<file path="src/rtl/pcs_loopback_test_ctrl.sv">
// rtl/pcs_loopback_test_ctrl.sv - 10G PCS line-loopback self-test sequencer
// Resets the PCS receiver, waits for lock, runs patterns and compares looped-back data.
module pcs_loopback_test_ctrl #(
  parameter int DATA_WIDTH    = 64,
  parameter int NUM_PATTERNS  = 6,
  parameter int RST_CYCLES    = 2,
  parameter int LOCK_TIMEOUT  = 1024,
  parameter int SETTLE_CYCLES = 8,
  parameter int LOOP_LATENCY  = 7,
  parameter int RUN_CYCLES    = 128,
  parameter int CNT_WIDTH     = 7
) (
  input  logic                  rx_clk,
  input  logic                  rx_rst,
  input  logic                  start,
  input  logic                  abort,
  input  logic [DATA_WIDTH-1:0] tx_data_ref,
  input  logic [DATA_WIDTH-1:0] rx_data,
  input  logic                  rx_block_lock,
  input  logic                  rx_high_ber,
  input  logic [6:0]            rx_error_count,
  output logic                  pcs_rx_rst_req,
  output logic [2:0]            pattern_sel,
  output logic                  test_active,
  output logic                  test_done,
  output logic                  test_pass,
  output logic [2:0]            fail_code,
  output logic [CNT_WIDTH-1:0]  mismatch_count,
  output logic [2:0]            state
);

  typedef enum logic [2:0] {
    IDLE      = 3'd0,
    RX_RESET  = 3'd1,
    WAIT_LOCK = 3'd2,
    SETTLE    = 3'd3,
    RUN       = 3'd4,
    DONE      = 3'd5
  } state_t;

  localparam int M1 = (LOCK_TIMEOUT > RUN_CYCLES) ? LOCK_TIMEOUT : RUN_CYCLES;
  localparam int M2 = (M1 > SETTLE_CYCLES) ? M1 : SETTLE_CYCLES;
  localparam int M3 = (M2 > RST_CYCLES) ? M2 : RST_CYCLES;
  localparam int M4 = (M3 > LOOP_LATENCY) ? M3 : LOOP_LATENCY;
  localparam int CW = $clog2(M4 + 1);

  localparam logic [CW-1:0] RST_LAST    = CW'(RST_CYCLES - 1);
  localparam logic [CW-1:0] LOCK_LAST   = CW'(LOCK_TIMEOUT - 1);
  localparam logic [CW-1:0] SETTLE_LAST = CW'(SETTLE_CYCLES - 1);
  localparam logic [CW-1:0] RUN_LAST    = CW'(RUN_CYCLES - 1);
  localparam logic [CW-1:0] FILL        = CW'(LOOP_LATENCY);
  localparam logic [2:0]    PAT_LAST    = 3'(NUM_PATTERNS - 1);

  state_t                 st;
  logic [CW-1:0]          cnt;
  logic [DATA_WIDTH-1:0]  dly [LOOP_LATENCY];
  logic                   active;
  logic                   cmp_hit;
  logic [CNT_WIDTH-1:0]   mm_next;
  logic                   finish;
  logic [2:0]             code;

  assign state = st;

  // Every way out to DONE is resolved here so the register block has one exit path.
  always_comb begin
    active  = (st == RX_RESET) || (st == WAIT_LOCK) || (st == SETTLE) || (st == RUN);
    cmp_hit = (st == RUN) && (cnt >= FILL) && (dly[LOOP_LATENCY-1] != rx_data);
    mm_next = mismatch_count;
    if (cmp_hit && (mismatch_count != {CNT_WIDTH{1'b1}}))
      mm_next = mismatch_count + CNT_WIDTH'(1);
    finish = 1'b0;
    code   = 3'd0;
    if (abort && active) begin
      finish = 1'b1;
      code   = 3'd6;
    end else begin
      case (st)
        WAIT_LOCK:
          if (!(rx_block_lock && !rx_high_ber) && (cnt == LOCK_LAST)) begin
            finish = 1'b1;
            code   = 3'd1;
          end
        SETTLE:
          if (!rx_block_lock) begin
            finish = 1'b1;
            code   = 3'd3;
          end else if (rx_high_ber) begin
            finish = 1'b1;
            code   = 3'd2;
          end
        RUN:
          if (!rx_block_lock) begin
            finish = 1'b1;
            code   = 3'd3;
          end else if (rx_high_ber) begin
            finish = 1'b1;
            code   = 3'd2;
          end else if (rx_error_count != 7'd0) begin
            finish = 1'b1;
            code   = 3'd5;
          end else if (cnt == RUN_LAST) begin
            finish = 1'b1;
            code   = (mm_next != '0) ? 3'd4 : 3'd0;
          end
        default: ;
      endcase
    end
  end

  always_ff @(posedge rx_clk or posedge rx_rst) begin
    if (rx_rst) begin
      st             <= IDLE;
      cnt            <= '0;
      pcs_rx_rst_req <= 1'b0;
      pattern_sel    <= 3'd0;
      test_active    <= 1'b0;
      test_done      <= 1'b0;
      test_pass      <= 1'b0;
      fail_code      <= 3'd0;
      mismatch_count <= '0;
      for (int i = 0; i < LOOP_LATENCY; i++) dly[i] <= '0;
    end else begin
      dly[0] <= tx_data_ref;
      for (int i = 1; i < LOOP_LATENCY; i++) dly[i] <= dly[i-1];
      if (finish) begin
        st             <= DONE;
        pcs_rx_rst_req <= 1'b0;
        pattern_sel    <= 3'd0;
        test_active    <= 1'b0;
        test_done      <= 1'b1;
        test_pass      <= (code == 3'd0);
        fail_code      <= code;
        mismatch_count <= mm_next;
      end else begin
        case (st)
          IDLE, DONE:
            if (start) begin
              st             <= RX_RESET;
              cnt            <= '0;
              pcs_rx_rst_req <= 1'b1;
              test_active    <= 1'b1;
              test_done      <= 1'b0;
              test_pass      <= 1'b0;
              fail_code      <= 3'd0;
              mismatch_count <= '0;
            end
          RX_RESET:
            if (cnt == RST_LAST) begin
              st             <= WAIT_LOCK;
              cnt            <= '0;
              pcs_rx_rst_req <= 1'b0;
            end else begin
              cnt <= cnt + CW'(1);
            end
          WAIT_LOCK:
            if (rx_block_lock && !rx_high_ber) begin
              st  <= SETTLE;
              cnt <= '0;
            end else begin
              cnt <= cnt + CW'(1);
            end
          SETTLE:
            if (cnt == SETTLE_LAST) begin
              st  <= RUN;
              cnt <= '0;
            end else begin
              cnt <= cnt + CW'(1);
            end
          RUN: begin
            cnt            <= cnt + CW'(1);
            pattern_sel    <= (pattern_sel == PAT_LAST) ? 3'd0 : pattern_sel + 3'd1;
            mismatch_count <= mm_next;
          end
          default: st <= IDLE;
        endcase
      end
    end
  end

endmodule

</file>
<file path="config.mk">
export PLATFORM = sky130hd
export DESIGN_NAME = pcs_loopback_test_ctrl
export DESIGN_NICKNAME = d
export VERILOG_FILES = /design/src/rtl/pcs_loopback_test_ctrl.sv
export SDC_FILE = /design/constraint.sdc
export NUM_CORES = 1
export LEC_CHECK = 0
export BUFFER_PORTS_ARGS = -buffer_cell sky130_fd_sc_hd__buf_2
export CORE_MARGIN = 5
export CORE_UTILIZATION = 49
export DETAILED_ROUTE_END_ITERATION = 8
export PLACE_DENSITY = 0.69
export SYNTH_ARGS = -nofsm -noshare
export SYNTH_HDL_FRONTEND = slang
export SYNTH_SLANG_ARGS = --single-unit
</file>
<file path="constraint.sdc">
create_clock -name rx_clk -period 19.43 [get_ports rx_clk]
set_input_delay 1.943 -clock rx_clk [delete_from_list [all_inputs] [get_ports rx_clk]]
set_output_delay 1.943 -clock rx_clk [all_outputs]
set_load 0.01 [all_outputs]
</file>
======== Yosys cells after proc, flatten, opt, wreduce, memory -nomap -nowiden ========
Cells that the tools add are included.
word-level totals
  flip-flop bits (word level) ............. 479
  input bits .............................. 141
  output and inout port bits .............. 20
  logic and storage cells ................. 116
cells by class
  add/subtract/negate cells ............... 3
  order comparisons ....................... 1
  eq/ne operators ......................... 18
  mux-type cells .......................... 50
  bitwise operators ....................... 1
  reductions and logical operators ........ 27
operators by type and width
  cell                                                                                  count
  64-bit != test                                                                        1
  11-bit case mux with 5 select lines                                                   1
  3-bit two-way mux                                                                     17
  11-bit two-way mux                                                                    4
  7-bit two-way mux                                                                     3
  1-bit two-way mux                                                                     18
  3-bit case mux with 5 select lines                                                    1
  7-bit case mux with 2 select lines                                                    1
  7-bit nonzero test                                                                    2
  11-bit by 1-bit adder with 11-bit output, second input constant                       1
  11-bit by 1-bit equality test with 1-bit output, second input constant                1
  11-bit by 10-bit equality test with 1-bit output, second input constant               1
  11-bit by 3-bit equality test with 1-bit output, second input constant                1
  11-bit by 7-bit equality test with 1-bit output, second input constant                1
  11-bit by 3-bit greater-or-equal comparator with 1-bit output, second input constant  1
  3-bit equality test, second input constant                                            3
  3-bit by 2-bit != test with 1-bit output, second input constant                       3
  3-bit case mux with 3 select lines                                                    1
  7-bit by 1-bit adder with 7-bit output, second input constant                         1
  7-bit != test, second input constant                                                  1
  3-bit by 2-bit equality test with 1-bit output, second input constant                 2
  1-bit logical AND                                                                     6
  3-bit zero test                                                                       2
  3-bit AND reduction                                                                   2
  16 further kinds                                                                      25

======== Depth between registers and ports, before layout ========
  depth in word-level cells ............... 15
  gate-level depth with buffers ........... 9
  depth with buffers taken out ............ 8

======== Worst setup path before layout ========
OpenSTA, ideal clock, no wires.
  kind .................................... in2reg
  from .................................... input rx_data[55]
  to ...................................... register fail_code[2]
  setup time .............................. 124 ps
  arrival ................................. 3,395 ps
  required time ........................... 19,306 ps
  slack ................................... 15,911 ps
  stages on the path ...................... 8
  buffers on the path ..................... 1
  cell sequence ........................... xnor2_1 > nand4_1 > nor4_1 > nand4_1 > buf_2 > a311oi_1 > o21ai_1 > a211o_1
between the ends
  longest elaborated chain between the ends .. 13
RTL lines
  element                             line  RTL
  start, declared                     18    input logic [DATA_WIDTH-1:0] rx_data,
  64-bit != test                      68    cmp_hit = (st == RUN) && (cnt >= FILL) && (dly[LOOP_LATENCY-1] != rx_data);
  1-bit logical AND                   68
  1-bit logical AND                   70    if (cmp_hit && (mismatch_count != {CNT_WIDTH{1'b1}}))
  7-bit two-way mux                   70
  7-bit nonzero test                  104   code = (mm_next != '0) ? 3'd4 : 3'd0;
  3-bit two-way mux                   104
  3-bit two-way mux                   102   end else if (cnt == RUN_LAST) begin
  3-bit two-way mux                   99    end else if (rx_error_count != 7'd0) begin
  3-bit two-way mux                   96    end else if (rx_high_ber) begin
  3-bit two-way mux                   93    if (!rx_block_lock) begin
  3-bit case mux with 3 select lines  78    case (st)
  3-bit two-way mux                   74    if (abort && active) begin
  3-bit two-way mux                   126   if (finish) begin
  end signal, assigned                133   fail_code <= code;
  end, declared                       27    output logic [2:0] fail_code,
No other way between the ends.
A chain may end at the register's enable or synchronous reset.

======== Worst setup path in the final report ========
  from .................................... input rx_data[54]
  to ...................................... register fail_code[2]
Same word-level chain as after synthesis.

==> impl_summary.md <==
Status
The flow ran to the end, and the final reports show no timing, DRC or antenna violations.

CTS
The maximum buffer depth of the clock tree is 3. The CTS sink count is 479. TritonCTS created 45 clock buffers.

The clock input transition at the sequential cells of the worst setup and hold paths is 0.06 ns. The tree is rooted in a sky130_fd_sc_hd__clkbuf_16. The H-tree was split into 2 levels. The hold buffer count at cts is 0. The clock latency on the worst-skew pair is 0.54 ns. TritonCTS built the clock tree. Once the clock tree was built, the resizer swapped 0 gates to a different size. After clock tree synthesis, the setup repair step added 0 buffers.

Pwr
The total leakage power is 7.59 nW. For this design the ratio of total power to cell area is 127 mW/mm^2. The final total power is 2.11 mW. Across the VDD grid, the largest voltage drop is 0.0000772 V.

Timing
Measured against its own limit, the worst slew margin works out to 31.4%. Setup repair after global routing left no endpoint under its margin. The final-report hold violation count is 0. Timing would allow up to 0.228 GHz. The worst path uses 22.6% of the clock period. The number of pins with negative max-slew slack in the final report is 0. Across all setup checks in the final design, the least slack found is 15.04 ns. The summed negative setup slack over all endpoints is 0 ns. For the pin with the worst max-slew slack, the measured transition is 1.03 ns.

The worst-case clock skew is 0.0132 ns. The smallest clock period supported by the final layout is computed as 4.39 ns. Setup violations remaining at the end of the flow were counted as 0.

Yosys
Yosys mapped the design onto 55 distinct sky130hd cell types. After synthesis the netlist holds a flip-flop and latch count of 479. The share of flip-flops with an asynchronous set or reset is 100%. The synthesis warning total is 0. In this run the mean area of a mapped cell was 18.4 sq um. For this run, the leading register cell type out of synthesis is sky130_fd_sc_hd__dfrtp_1. Counting flops with a built-in enable in the synthesized netlist gives 0.

The proportion of synthesized chip area in sequential cells is 86.2%. Synthesis produced a netlist with a net count of 900. Synthesis produced a netlist whose cell count is 756. The cell area that synthesis handed to floorplanning was 0.0139 sq mm.

Placement
Port buffering added 160 buffers. The congestion estimate from routability-driven global placement came to 0.774. At the placement stage, the worst setup path has a slack of 14.25 ns. Once placement finished, the instance area stood at 0.0152 sq mm.

The HPWL after detailed placement is 12,900 um.

Die
In this run the count of I/O pins placed on the die edge is 161. After floorplanning, the core was divided into 61 placement rows. The core region is 0.0279 sq mm. The overall die width is 178 um. The floorplan step defined a die boundary enclosing 0.0318 sq mm. The initial standard-cell utilization of the core is 49.8%. The overall die height is 178 um.

Route
The routed layout has 6,259 vias. The first detailed-routing pass took 6 iterations. Wires add up to 21,200 um.

The number of nets with antenna violations after routing is 0. After detailed routing, the number of vias per cell comes to 4.59. The number of design rule violations left after detail routing is 0. The mean routed wirelength per cell is 15.5 um. For this block, the initial DRC count from the detailed router was 398.

Cells and area
From synthesis to final layout, the design area changed by 19.5%. The cell area after layout is 0.0166 sq mm. At the end of the flow the core is filled with cells to 59.5%. The multi-input gate area in the final layout is 0.00182 sq mm. The number of nets in the final layout is 1,100.

The fill cell total of the finished layout is 2,124. The flip-flop and latch area is 0.0120 sq mm. Leaving out fill and tap cells, the most frequent cell in the layout is sky130_fd_sc_hd__dfrtp_1. In the layout the commonest cells are sky130_fd_sc_hd__dfrtp_1 (479), sky130_fd_sc_hd__buf_2 (160), sky130_fd_sc_hd__xnor2_1 (64). In the final layout, the share of cells above drive strength 1 is 24.9%.

Global routing
met2 is the most crowded layer. Global routing consumed, on the met1 layer, 18.4% of the routing resources. Global routing used 22.3% of the available met2 tracks. The met3 layer usage reported by global route is 3.20%.

The initial antenna violation count is 3. The via count of the first global-routing pass is 6,759. Entering global routing, the biggest net connects 206 pins. The total global-route track usage is 13.8%.

The first global-routing pass estimated 34,500 um of wire. For this run the aggregate overflow at the end of global routing stands at 0.

Critical path
The critical path in this run is classified as input pin to register. The signal on the critical path passes through buf_2 > xnor2_1 > nand4_1 > nor4_1 > nand4_1 > a2111oi_0 > o21ai_1 > a211o_1. The largest stage delay on the critical path is 0.75 ns.

Together, buffers and inverters on the worst path number 1. The worst setup path is launched from an input pin. The critical path capture point type is a register.

The critical path data arrival time is 4.81 ns. The highest-delay cell along the critical path is sky130_fd_sc_hd__nor4_1. The most frequent cell on the critical path is sky130_fd_sc_hd__nand4_1. The family of cells with the greatest summed delay on the critical path is simple AND/OR/NAND/NOR gates.

Of all nets on the critical path, the largest fanout is 13. The endpoint required time on the critical path is 19.85 ns.

Flow run
The number of max-capacitance violations reported is 0.

Hold path
The worst hold path belongs to the class register to register.
through the flow:
step | hold slack [ns] | cells
after floorplan | 0.331 | 756
after global placement | 0.331 | 1287
after detailed placement | 0.335 | 1287
after CTS | 0.340 | 1362
after global routing | 0.344 | 1365
final | 0.340 | 1365
registers in the layout, summed over array words and instances, names as in the netlist:
name,count
cnt,11
state,3
pcs_rx_rst_req,1
pattern_sel,3
test_pass,1
test_active,1
dly,448
mismatch_count,7
fail_code,3
test_done,1
routing by layer:
layer  vias to the layer above  routed length (um)
met5                         -                   0
met1                      3153                8680
met4                         0                 675
li1                       2901                   -
met2                       161               10600
met3                        44                1200
path summary, 6_finish.rpt:
path,slack [ns],to,startpoint,cells after the start
worst max-delay path,15.04,fail_code[2],rx_data[54],8
worst min-delay path,0.34,dly[107],dly[171],0
worst max register to register,16.18,fail_code[2],dly[54],7
worst min register to register,0.34,dly[107],dly[171],0
max in group asynchronous,15.51,cnt[4],rx_rst,4
min in group asynchronous,1.51,dly[290],rx_rst,2
cell type report:
cell class              count  area share, %
well taps                 378           2.85
repair buffers            163           5.03
multi-input cells         258           11.0
clock buffers              65           7.90
diodes                      3         0.0452
clock inverters            10          0.776
inverters                   9          0.249
flip-flops and latches    479           72.2
kinds of logic (layout without fill, tap and decap cells):
kind of cell	Yosys count	count (layout)	synth area share, %
and+or+nand+nor	114	114	4.80
buffers and inverters	19	247	0.666
DFF	479	479	86.2
muxes	4	4	0.288
other	0	3	0
AOI/OAI and AO/OA	71	71	3.61
xor gates and xnor gates	66	66	4.16
adders and majority gates	3	3	0.270
synthesized netlist by cell type (2+ instances only):
cell,number,area (sq um)
sky130_fd_sc_hd__and3_1,8,50.1
sky130_fd_sc_hd__nor3_1,5,25.0
sky130_fd_sc_hd__o21ai_0,18,90.1
sky130_fd_sc_hd__a31oi_1,3,18.8
sky130_fd_sc_hd__ha_1,3,37.5
sky130_fd_sc_hd__nand4_1,18,113
sky130_fd_sc_hd__nor2b_1,5,31.3
sky130_fd_sc_hd__a32o_1,2,20.0
sky130_fd_sc_hd__nand3_1,9,45.0
sky130_fd_sc_hd__mux2i_1,4,40.0
sky130_fd_sc_hd__a21oi_2,2,17.5
sky130_fd_sc_hd__nor2_1,13,48.8
sky130_fd_sc_hd__a21o_1,2,15.0
sky130_fd_sc_hd__xnor2_1,64,561
sky130_fd_sc_hd__xor2_1,2,17.5
sky130_fd_sc_hd__nor4_2,3,37.5
sky130_fd_sc_hd__a2111oi_0,2,17.5
sky130_fd_sc_hd__and2_1,6,37.5
sky130_fd_sc_hd__nor3b_1,2,15.0
sky130_fd_sc_hd__buf_2,8,40.0
sky130_fd_sc_hd__nor4_1,5,31.3
sky130_fd_sc_hd__a211o_1,3,26.3
sky130_fd_sc_hd__a211oi_1,3,22.5
sky130_fd_sc_hd__o31ai_1,6,45.0
sky130_fd_sc_hd__a21oi_1,17,85.1
sky130_fd_sc_hd__inv_1,9,33.8
sky130_fd_sc_hd__o31ai_2,2,25.0
sky130_fd_sc_hd__dfrtp_1,479,12000
sky130_fd_sc_hd__nand2_1,24,90.1
sky130_fd_sc_hd__nand2b_1,4,25.0
power by group:
part / switching, mW / internal (mW)
Sequential: 0.0317 / 1.06
Clock: 0.341 / 0.495
Combinational: 0.113 / 0.0724
(Power assumes the default switching activity.)
